### config.mk
export PLATFORM = sky130hd
export DESIGN_NAME = wb4_to_pi1
export DESIGN_NICKNAME = d
export VERILOG_FILES = /design/src/rtl/wb4_to_pi1.sv
export SDC_FILE = /design/constraint.sdc
export NUM_CORES = 1
export LEC_CHECK = 0
export BUFFER_PORTS_ARGS = -buffer_cell sky130_fd_sc_hd__buf_2
export CORE_AREA = 10 10 83 85
export DETAILED_ROUTE_END_ITERATION = 7
export DIE_AREA = 0 0 93 95
export PLACE_DENSITY = 0.77
export SYNTH_ARGS = -nofsm -noshare
export SYNTH_HDL_FRONTEND = slang
export SYNTH_SLANG_ARGS = --single-unit
### constraint.sdc
create_clock -name clk_i -period 4.5 [get_ports clk_i]
set_input_delay 0.45 -clock clk_i [delete_from_list [all_inputs] [get_ports clk_i]]
set_output_delay 0.45 -clock clk_i [all_outputs]
set_load 0.01 [all_outputs]
### src/rtl/wb4_to_pi1.sv
// Wishbone B4 pipelined slave to PI1 master bridge with a single outstanding access.
// Each accepted WB request becomes one PI1 operation; completion returns as a one-cycle ack.
module wb4_to_pi1 #(
   parameter  int ARCHBITSZ = 16,
   localparam int SELW      = ARCHBITSZ / 8,
   localparam int LSB       = $clog2(SELW),
   localparam int ADDRBITSZ = ARCHBITSZ - LSB
) (
   input  logic                 clk_i,
   input  logic                 rst_i,
   input  logic                 wb4_cyc_i,
   input  logic                 wb4_stb_i,
   input  logic                 wb4_we_i,
   input  logic [ARCHBITSZ-1:0] wb4_addr_i,
   input  logic [SELW-1:0]      wb4_sel_i,
   input  logic [ARCHBITSZ-1:0] wb4_data_i,
   output logic                 wb4_stall_o,
   output logic                 wb4_ack_o,
   output logic [ARCHBITSZ-1:0] wb4_data_o,
   output logic [1:0]           pi1_op_o,
   output logic [ADDRBITSZ-1:0] pi1_addr_o,
   output logic [SELW-1:0]      pi1_sel_o,
   output logic [ARCHBITSZ-1:0] pi1_data_o,
   input  logic [ARCHBITSZ-1:0] pi1_data_i,
   input  logic                 pi1_rdy_i
);

   localparam logic [1:0] OP_NOOP = 2'd0;
   localparam logic [1:0] OP_WR   = 2'd1;
   localparam logic [1:0] OP_RD   = 2'd2;

   typedef enum logic [1:0] {S_IDLE, S_ISSUE, S_WAIT, S_RESP} state_t;

   state_t state;
   logic   we_q;
   logic   null_op;
   logic   abort;
   logic   abort_n;
   logic   unused_addr_lsb;

   // Abort is sticky from the first cycle the master drops cyc during ISSUE/WAIT.
   assign abort_n         = abort | ~wb4_cyc_i;
   assign unused_addr_lsb = ^wb4_addr_i[LSB-1:0];

   always_ff @(posedge clk_i) begin
      if (rst_i) begin
         state       <= S_IDLE;
         we_q        <= 1'b0;
         null_op     <= 1'b0;
         abort       <= 1'b0;
         wb4_stall_o <= 1'b0;
         wb4_ack_o   <= 1'b0;
         wb4_data_o  <= '0;
         pi1_op_o    <= OP_NOOP;
         pi1_addr_o  <= '0;
         pi1_sel_o   <= '0;
         pi1_data_o  <= '0;
      end else begin
         case (state)
            S_IDLE: begin
               wb4_ack_o <= 1'b0;
               if (wb4_cyc_i && wb4_stb_i) begin
                  we_q        <= wb4_we_i;
                  pi1_addr_o  <= wb4_addr_i[ARCHBITSZ-1:LSB];
                  pi1_sel_o   <= wb4_sel_i;
                  pi1_data_o  <= wb4_data_i;
                  abort       <= 1'b0;
                  wb4_stall_o <= 1'b1;
                  state       <= S_ISSUE;
                  // A write touching no byte lanes needs no PI1 traffic at all.
                  if (wb4_we_i && wb4_sel_i == '0) begin
                     null_op  <= 1'b1;
                     pi1_op_o <= OP_NOOP;
                  end else begin
                     null_op  <= 1'b0;
                     pi1_op_o <= wb4_we_i ? OP_WR : OP_RD;
                  end
               end
            end
            S_ISSUE: begin
               abort <= abort_n;
               if (null_op) begin
                  if (!wb4_cyc_i) begin
                     abort       <= 1'b0;
                     wb4_stall_o <= 1'b0;
                     state       <= S_IDLE;
                  end else begin
                     wb4_ack_o <= 1'b1;
                     state     <= S_RESP;
                  end
               end else if (pi1_rdy_i) begin
                  pi1_op_o <= OP_NOOP;
                  state    <= S_WAIT;
               end else if (!wb4_cyc_i) begin
                  // Op not yet taken by the slave: withdraw it.
                  pi1_op_o    <= OP_NOOP;
                  abort       <= 1'b0;
                  wb4_stall_o <= 1'b0;
                  state       <= S_IDLE;
               end
            end
            S_WAIT: begin
               abort <= abort_n;
               if (pi1_rdy_i) begin
                  if (!we_q) wb4_data_o <= pi1_data_i;
                  wb4_ack_o <= ~abort_n;
                  state     <= S_RESP;
               end
            end
            S_RESP: begin
               wb4_ack_o   <= 1'b0;
               abort       <= 1'b0;
               wb4_stall_o <= 1'b0;
               state       <= S_IDLE;
            end
            default: state <= S_IDLE;
         endcase
      end
   end

endmodule

==> flow_metrics.py <==
metrics = {
    "run_status": {
        "outcome": "finished clean",
    },
    "die": {
        "ioPinCount": 109,
        "rows": 27,
        "die_y_um": 95,
        "coreArea_um2": 5340,
        "die_w_um": 93,
        "start_util_pct": 43.6,
        "dieArea_um2": 8840,
    },
    "global_routing": {
        "grt_pass1_wl_um": 10100,
        "met1_usage_pct": 15.2,
        "met2_usage_pct": 21.3,
        "met3_usage_pct": 10.7,
        "grt_util_all_layers_pct": 14.3,
        "antenna_found_initial": 0,
        "grt_max_degree": 58,
        "grt_overflow": 0,
        "grt_pass1_vias": 2212,
        "top_usage_layer": "met2",
    },
    "sta": {
        "slew_violations": 0,
        "worst_pin_slew_ns": 1.04,
        "finalHoldViolations": 0,
        "finalCriticalPeriod_ns": 1.91,
        "max_slew_margin_pct": 31.0,
        "skew_ns": 0.00686,
        "period_share_pct": 42.5,
        "postLayoutSetupSlackWorst_ns": 2.59,
        "tns_ns": 0,
        "setup_viol_count_final": 0,
        "max_freq_ghz": 0.523,
        "rsz0062_at_grt": "false",
    },
    "cells_and_area": {
        "syn2layout_area_growth_pct": 31.7,
        "nets": 449,
        "antenna-diode-count": 0,
        "drive_gt1_share_pct": 31.8,
    },
    "setup_path": {
        "worst_setup_path_end_kind": "flip-flop",
        "reg2reg_from": "state[0]$_SDFFE_PP0P_",
        "start_kind": "flip-flop",
        "rrSetupSlack_ns": 2.59,
        "crit_required_ns": 4.66,
        "crit_type": "reg2reg",
        "critPathArrivalTime_ns": 2.07,
        "critPathMaxFanout": 35,
        "worstSetupStartpoint": "state[0]$_SDFFE_PP0P_",
        "reg2reg_depth": 5,
    },
    "yosys": {
        "ys_seq_elements": 58,
        "netlist_area_um2": 2330,
        "synth.yosys.seq_area_share_pct": 49.9,
        "yosys_warnings": 0,
        "synth.avg_cell_area_um2": 8.10,
        "yosys.area_share.xor_xnor_pct": 0,
        "synthCells": 287,
        "yosysUniqueCellTypes": 37,
        "synthMuxAreaShare_pct": 1.29,
        "synth_nets": 349,
        "synth_simple_gate_area_share_pct": 23.5,
        "synth_compound_area_share_pct": 17.3,
        "synth_top_family_by_area": "simple AND/OR/NAND/NOR gates",
        "synthAdderAreaFrac_pct": 3.23,
    },
    "cts": {
        "cts_tree": "built",
        "numCtsBuffers": 9,
        "cts_setup_buffers": 0,
        "cts.path.max_buffers": 2,
        "cts_sinks": 58,
        "path_clk_slew_ns": 0.06,
        "cts_hold_repair.buffers": 0,
        "postCtsResizedCells": 0,
        "clk_latency_ns": 0.32,
        "htreeDepth": 3,
        "root_buffer": "clkbuf_8",
    },
    "place": {
        "pre_cts_ws_ns": 2.48,
        "port_buffers": 107,
        "place.gp.congestion": 0.896,
        "hpwl_um": 4620,
    },
    "detailed_routing": {
        "vias_per_cell": 4.88,
        "routedWlPerCell_um": 13.6,
        "dr.pass1.iters": 4,
        "first_iter_violations": 121,
        "ant_nets": 0,
        "vias": 2253,
        "wirelength_um": 6260,
        "route.detailed.drc": 0,
    },
    "job": {
        "drv_cap": 0,
    },
    "power": {
        "p_leak_nw": 1.40,
        "powerDensity_nw_per_um2": 419,
        "peakVddDrop_mv": 0.268,
    },
    "hold_path": {
        "holdPathStages": 3,
        "min_from": "pi1_data_i[9]",
        "holdCritPathClass": "in2reg",
    },
}
## stage by stage
stage | area (um^2) | instances | hold WS [ns] | util (%) | total power, mW
floorplan | 2330 | 287 | 0.440 | - | 0.715
global placement | 2860 | 448 | 0.438 | 53.5 | 0.788
detailed placement | 2860 | 448 | 0.444 | 53.5 | 0.793
CTS | 3060 | 462 | 0.349 | 57.4 | 1.30
global route | 3060 | 462 | 0.348 | 57.4 | 1.36
finish | 3060 | 462 | 0.361 | 57.4 | 1.28
## power by group
part	total, mW	leakage [nW]	internal [mW]	switching, mW
clock network	0.505	0.105	0.320	0.185
logic	0.215	0.820	0.0912	0.123
registers	0.565	0.472	0.547	0.0182
total	1.28	1.40	0.958	0.327
## flip-flops by register name (all words and copies together) (netlist names), named ones only
register,count
pi1_data_o,16
wb4_stall_o,1
pi1_op_o,2
null_op,1
pi1_sel_o,2
we_q,1
pi1_addr_o,15
wb4_ack_o,1
abort,1
wb4_data_o,16
state,1
## cells by family (layout without fill, tap and decap cells)
kind of cell,count (synthesis),after routing
simple gates,128,128
buf+inv,22,125
compound gates,70,70
fa+ha+maj,6,6
flops,58,58
mux,3,3
## synth_stat cells (all sizes together)
cell type / count / area, um^2
nor4: 1 / 6.26
o211a: 1 / 10.0
ha: 6 / 75.1
o21ai: 3 / 15.0
o2111ai: 1 / 8.76
nand2: 105 / 394
a21boi: 1 / 7.51
nand3b: 3 / 22.5
nor2b: 5 / 31.3
clkbuf: 7 / 26.3
nand3: 2 / 15.0
o31ai: 2 / 15.0
nor4bb: 1 / 10.0
nor2: 3 / 11.3
o211ai: 1 / 7.51
and3b: 1 / 8.76
buf: 12 / 75.1
dfxtp: 58 / 1160
nand2b: 1 / 6.26
a2111o: 1 / 11.3
o21a: 1 / 7.51
or4b: 1 / 10.0
nor3: 1 / 5.00
a21bo: 1 / 10.0
a32o: 1 / 10.0
a211oi: 1 / 7.51
mux2i: 3 / 30.0
a21oi: 54 / 274
o41ai: 2 / 17.5
and3: 3 / 18.8
and2: 1 / 6.26
inv: 3 / 11.3
## critical path, cell delays in order, from the launching register on
cell	delay (ns)
dfxtp_1	0.35
inv_1	0.16
ha_1	0.30
nand3_2	0.59
nand2_1	0.26
a21oi_1	0.09
## cell usage in the layout (no fill, tap or decap), types with 3 or more instances in the layout
cell | synthesis | final
a21oi_1 | 53 | 53
and3_1 | 3 | 3
buf_2 | 6 | 107
clkbuf_8 | 0 | 10
dfxtp_1 | 58 | 58
ha_1 | 6 | 6
inv_1 | 3 | 3
mux2i_1 | 3 | 3
nand2_1 | 105 | 105
nand3b_1 | 3 | 3
nor2_1 | 3 | 3
nor2b_1 | 5 | 5
o21ai_0 | 3 | 3
## final cells by class
type                    instances  area, um^2
well taps                      72        90.1
clock buffers                  11         141
repair buffers                108         543
inverters                       3        11.3
clock inverters                 3        65.1
flip-flops and latches         58        1160
multi-input cells             207        1050
fillers                       518        2270
## final timing paths
check / to
setup / recovery: pi1_data_o[13]$_SDFFE_PP0P_
hold / removal: wb4_data_o[9]$_SDFFE_PP0P_
setup reg to reg: pi1_data_o[13]$_SDFFE_PP0P_
hold reg to reg: pi1_sel_o[1]$_SDFFE_PP0P_
## routing by layer
layer / share of wire, % / routed length [um] / vias up
met1: 41 / 2590 / 1016
met3: 13 / 837 / 4
met2: 45 / 2800 / 77
met4: 0.59 / 37 / 0
met5: 0 / 0 / -
li1: - / - / 1156
No activity file was read; power rests on OpenSTA's default activity.
